`src/rtl/f_fetch_unit.sv`:
```
// F-stage fetch engine: owns F_PC, fetches one instruction at a time over a
// req/gnt/rvalid instruction-memory handshake and presents it to D.
module f_fetch_unit #(
  parameter logic [31:0] RESET_PC = 32'h0000_3000,
  parameter logic [31:0] IM_BASE  = 32'h0000_3000,
  parameter logic [31:0] IM_LIMIT = 32'h0000_6ffc
) (
  input  logic        clk,
  input  logic        reset,
  input  logic [31:0] NPC,
  input  logic        D_stall,
  output logic [31:0] F_PC,
  output logic [31:0] F_instr,
  output logic        F_valid,
  output logic        F_adel,
  output logic        imem_req,
  output logic [31:0] imem_addr,
  input  logic        imem_gnt,
  input  logic        imem_rvalid,
  input  logic [31:0] imem_rdata
);

  typedef enum logic [1:0] {
    S_BOOT = 2'd0,
    S_REQ  = 2'd1,
    S_WAIT = 2'd2,
    S_HOLD = 2'd3
  } state_e;

  state_e      state_q;
  logic [31:0] pc_q;
  logic [31:0] instr_q;
  logic        valid_q;
  logic        adel_q;
  logic        pcLegal;

  // Illegal PCs never reach memory; they are turned into a nop carrying AdEL.
  assign pcLegal = (pc_q[1:0] == 2'b00) && (pc_q >= IM_BASE) && (pc_q <= IM_LIMIT);

  assign imem_req  = (state_q == S_REQ) && pcLegal;
  assign imem_addr = pc_q;
  assign F_PC      = pc_q;
  assign F_instr   = instr_q;
  assign F_valid   = valid_q;
  assign F_adel    = adel_q;

  // Handshake sequencing; gnt outside REQ and rvalid outside WAIT are ignored,
  // which also drops responses to requests abandoned by reset.
  always_ff @(posedge clk or posedge reset) begin
    if (reset) begin
      state_q <= S_BOOT;
      pc_q    <= RESET_PC;
      instr_q <= 32'h0000_0000;
      valid_q <= 1'b0;
      adel_q  <= 1'b0;
    end else begin
      case (state_q)
        S_BOOT: begin
          state_q <= S_REQ;
        end
        S_REQ: begin
          if (!pcLegal) begin
            instr_q <= 32'h0000_0000;
            adel_q  <= 1'b1;
            valid_q <= 1'b1;
            state_q <= S_HOLD;
          end else if (imem_gnt) begin
            state_q <= S_WAIT;
          end
        end
        S_WAIT: begin
          if (imem_rvalid) begin
            instr_q <= imem_rdata;
            adel_q  <= 1'b0;
            valid_q <= 1'b1;
            state_q <= S_HOLD;
          end
        end
        S_HOLD: begin
          if (!D_stall) begin
            pc_q    <= NPC;
            valid_q <= 1'b0;
            adel_q  <= 1'b0;
            state_q <= S_REQ;
          end
        end
        default: begin
          state_q <= S_BOOT;
        end
      endcase
    end
  end

  // An ungranted request must stay up with the same address.
  reqStableAssert: assert property (@(posedge clk) disable iff (reset)
    (imem_req && !imem_gnt) |=> (imem_req && $stable(imem_addr)));

endmodule

```
`config.mk`:
```
export PLATFORM = sky130hd
export DESIGN_NAME = f_fetch_unit
export DESIGN_NICKNAME = d
export VERILOG_FILES = /design/src/rtl/f_fetch_unit.sv
export SDC_FILE = /design/constraint.sdc
export NUM_CORES = 1
export LEC_CHECK = 0
export BUFFER_PORTS_ARGS = -buffer_cell sky130_fd_sc_hd__buf_2
export CORE_MARGIN = 1.5
export CORE_UTILIZATION = 49
export DETAILED_ROUTE_END_ITERATION = 12
export PLACE_DENSITY = 0.95
export SLEW_MARGIN = 20
export SYNTH_ARGS = -nofsm -noshare
export SYNTH_HDL_FRONTEND = slang
export SYNTH_SLANG_ARGS = --single-unit
```
`constraint.sdc`:
```
create_clock -name clk -period 6.4 [get_ports clk]
set_input_delay 0.96 -clock clk [delete_from_list [all_inputs] [get_ports clk]]
set_output_delay 0.96 -clock clk [all_outputs]
set_load 0.05 [all_outputs]
```
[Word level (Yosys, flattened, before mapping)]
Cells that the tools add are included.
Storage, ports and cells
  bits in registers: 68
  input bits: 69
Operators by class
  order comparisons: 2
  equal/unequal tests: 7
  multiplexer cells: 14
  bitwise logic cells: 1
  reductions and logical operators: 11
Operators by type and width (number)
  $mux W32: 2
  $pmux W32 S2: 1
  $ge A32 B14 Y1 const B: 1
  $le A32 B15 Y1 const B: 1
  $mux W2: 4
  $pmux W2 S4: 1
  $ne A2 B2 Y1 const B: 3
  $pmux W1 S3: 2
  $reduce_and A3 Y1: 2
  $eq A2 B2 Y1 const B: 2
  $logic_not A2 Y1: 2
  $mux W1: 4
  $reduce_and A4 Y1: 1
  $logic_and A1 B1 Y1: 3
  $ne A3 B3 Y1 const B: 1
  $reduce_bool A3 Y1: 1
  $eq A2 B1 Y1 const B: 1
  $reduce_and A2 Y1: 1
  $reduce_bool A2 Y1: 1
  $not A1 Y1: 1

[Logic depth before layout (Yosys ltp)]
  word-level depth: 5
  depth in mapped cells: 8
  depth with buffers taken out: 6

[Worst setup path after synthesis]
OpenSTA, ideal clock, no wires.
  path type: register -> output
  start: register pc_q[0] (netlist: F_PC[0])
  end: output imem_req
  data arrival time: 1.755 ns
  data required time: 5.440 ns
  slack: 3.685 ns
  stages on the path, launching flop included: 4
  path buffers: 0
  cell sequence: dfrtp_1 > or3_4 > a211oi_4 > and2_1
On the way
  longest elaborated chain between the ends: 4
  elaborated cells between the ends (all ways): 6
RTL lines
  start, declared: RTL line 31  | logic [31:0] pc_q;
  start signal, assigned: RTL line 52  | pc_q <= RESET_PC;
  start signal, assigned: RTL line 81  | pc_q <= NPC;
  $ge A32 B14 Y1 / $logic_not A2 Y1 (equally long branches): RTL line 38  | assign pcLegal = (pc_q[1:0] == 2'b00) && (pc_q >= IM_BASE) && (pc_q <= IM_LIMIT);
  $logic_and A1 B1 Y1: RTL line 38
  $logic_and A1 B1 Y1 (*): RTL line 38
  $logic_and A1 B1 Y1 (*): RTL line 40  | assign imem_req = (state_q == S_REQ) && pcLegal;
  end, declared: RTL line 16  | output logic imem_req,
Mark *: on every way between the ends. The rest lies on a longest branch, timed or not.

[Final worst setup path]
  start: register pc_q[25] (netlist: F_PC[25])
  end: output imem_req
On the way
  longest elaborated chain between the ends: 4
  elaborated cells between the ends (all ways): 5
RTL lines (RTL line)
  $ge A32 B14 Y1: 38
  $logic_and A1 B1 Y1: 38
  $logic_and A1 B1 Y1 (*): 38
  $logic_and A1 B1 Y1 (*): 40
Marks and branches as above.

==> qor.csv <==
metric,value,unit
outcome,completed,
use_met3,0.0455,
dpl_cell_area,0.00387,mm²
fin_crit_sh,0.463,
synthesis.nets,349,
fin_worst_skew,0.00992,ns
crit_arrival,2.00,ns
drt-initial-drc-count,36,
rows,29,
cp-startpoint,F_PC[25]$_DFFE_PP0P_,
cp-start-kind,flip-flop,
synth_edf_count,0,
end_kind,output port,
nets,487,
numPlacedInstances,480,
num_antenna_cells,0,
ys_seq_elements,68,
fmax,338,MHz
async_flop_share,1.00,
final_cell_count_no_fill,496,
drive_gt1_frac,0.539,
synth_top_cell_area_share,0.514,
tns,0,ns
start_util,0.506,
postCtsHoldBufs,0,
grt_max_degree,69,
overflow,0,
areaGrowthSynthToFinish,26.8,%
synth_area_leader_cell,dfrtp_1,
dp_hpwl,5.13,mm
grt_pass1_vias,2489,
final_antenna_net_count,0,
hold_path_class,flip-flop to flip-flop,
drt-pass1-iter-count,3,
synth_cell_types,29,
syn_avg_cell_area,11.6,µm²
wl_per_cell,13.8,µm
min_period,2.96,ns
slew_viol_final,0,
antenna_found_initial,0,
drc,0,
final_hold_viol_count,0,
r2r_cells,8,
coreArea,0.00635,mm²
crit_path_max_fanout,5,
clock_latency,0.33,ns
syn_inst,276,
die_h,84.0,µm
place_congestion,0.806,
path_cells,nor4_1 > and4_1 > and2_1 > buf_2,
routed_wirelength,6.84,mm
cts_made_buffers,9,
cts_tree,built,
grt_pass1_wl,11.3,mm
rsz0062_at_grt,no,
fill_cells,497,
clk_path_buf_depth,2,
fp.dieW,84.0,µm
grtUsageMet1,0.233,
cts_htree_levels,3,
ys_seq_area_frac,0.530,
cp_top_family,simple AND/OR/NAND/NOR gates,
gr-usage-met2,0.358,
cp_data_required_time,5.44,ns
design_area,0.00407,mm²
die_area,0.00705,mm²
ys_warn_count,0,
io_pins,168,
hold_depth,1,
clkTransAtPathRegs,0.08,ns
crit_buf_inv,1,
setup_viol_count_final,0,
vias,2373,
yosysMostFrequentCell,dfrtp_1,
crit_slowest_cell,dfrtp_1,
fin_util,0.642,
criticalPathCategory,flip-flop to output port,
viasPerCell,4.78,
synthTopCellsByArea,"dfrtp_1, mux2_2, mux2i_1",
track_usage,0.203,
netlist_area,0.00321,mm²
critPathMaxStageDelay,0.40,ns
synth_flop_cell,dfrtp_1,
ctsResizeCount,0,
relSlewSlack,0.442,
cp.depth,4,
worst_pin_slew,0.838,ns
post_cts_buffers,0,
clk_root_buffer_cell,clkbuf_8,
r2r_start,state_q[0]$_DFFE_PP0P_,
port_buffers,167,
ys_top_cells_by_count,"dfrtp_1, inv_1, nand2_1, mux2i_1, buf_4",
maxCapViolations,0,
cts_sinks,68,
busiest_layer,met2,
hp-start,F_adel$_DFFE_PP0P_,
## cell type report
cell class	count	area [µm²]	area share
Clock inverter	6	63.8	0.0157
Tap cell	77	96.3	0.0236
Inverter	38	143	0.0350
Multi-Input combinational cell	126	1060	0.261
Clock buffer	10	138	0.0338
Sequential cell	68	1700	0.418
Timing Repair Buffer	171	866	0.213
## cells by family (layout without fill, tap and decap cells)
kind of cell | after synthesis | after routing | share of synthesized area
AOI/OAI and AO/OA | 9 | 9 | 0.0265
buffers and inverters | 82 | 225 | 0.142
and+or+nand+nor | 47 | 47 | 0.0674
DFF | 68 | 68 | 0.530
muxes | 66 | 66 | 0.218
adders and majority gates | 4 | 4 | 0.0156
## final timing paths
check                                     endpoint  slack, ns
setup / recovery                          imem_req       3.44
setup reg to reg           F_instr[19]$_DFFE_PP0P_       4.30
hold / removal                  F_adel$_DFFE_PP0P_       0.49
max in group asynchronous  F_instr[14]$_DFFE_PP0P_       4.99
min in group asynchronous   F_instr[2]$_DFFE_PP0P_       0.88
hold reg to reg                 F_adel$_DFFE_PP0P_       0.49
## stage by stage
step	setup WS, ns	hold slack, ns
5_1_grt	3.33	0.511
3_3_place_gp	3.84	0.471
6_report	3.44	0.486
2_1_floorplan	3.69	0.534
4_1_cts	3.43	0.499
3_5_place_dp	3.81	0.480
## sequential cells by signal, indices dropped and copies added, names as in the netlist
| register | count |
|---|---|
| F_adel | 1 |
| F_instr | 32 |
| F_valid | 1 |
| F_PC | 32 |
| state_q | 2 |
## worst reg2reg max path, cell delays in order, from the launching register on
cell and delay [ns]:
dfrtp_1 0.40, inv_1 0.08, ha_1 0.19, buf_4 0.24
nand2b_1 0.15, nand2_1 0.10, a21oi_4 0.11, buf_4 0.45
mux2i_1 0.30
## routing by layer
layer | vias up | wire length [µm]
li1 | 1137 | -
met2 | 108 | 3440
met1 | 1110 | 2730
met3 | 18 | 476
met4 | 0 | 182
met5 | - | 0
## cells in the final DEF (no fill, tap or decap), drive strengths merged
cell      instances
buf             171
dfrtp            66
inv              38
nand2            35
mux2i            33
mux2             33
clkbuf           10
nor4              4
ha                4
clkinv            3
dfstp             2
nand3b            2
clkinvlp          2
or3               2
a21oi             2
and4              1
a21bo             1
nand2b            1
a41oi             1
a211oi            1
nor2b             1
and2              1
a31oi             1
o22a              1
a211o             1
o2bb2ai           1
bufinv            1
Power is not shown: default switching activity piles up to over one toggle a cycle in this logic, so the estimate is an artifact.
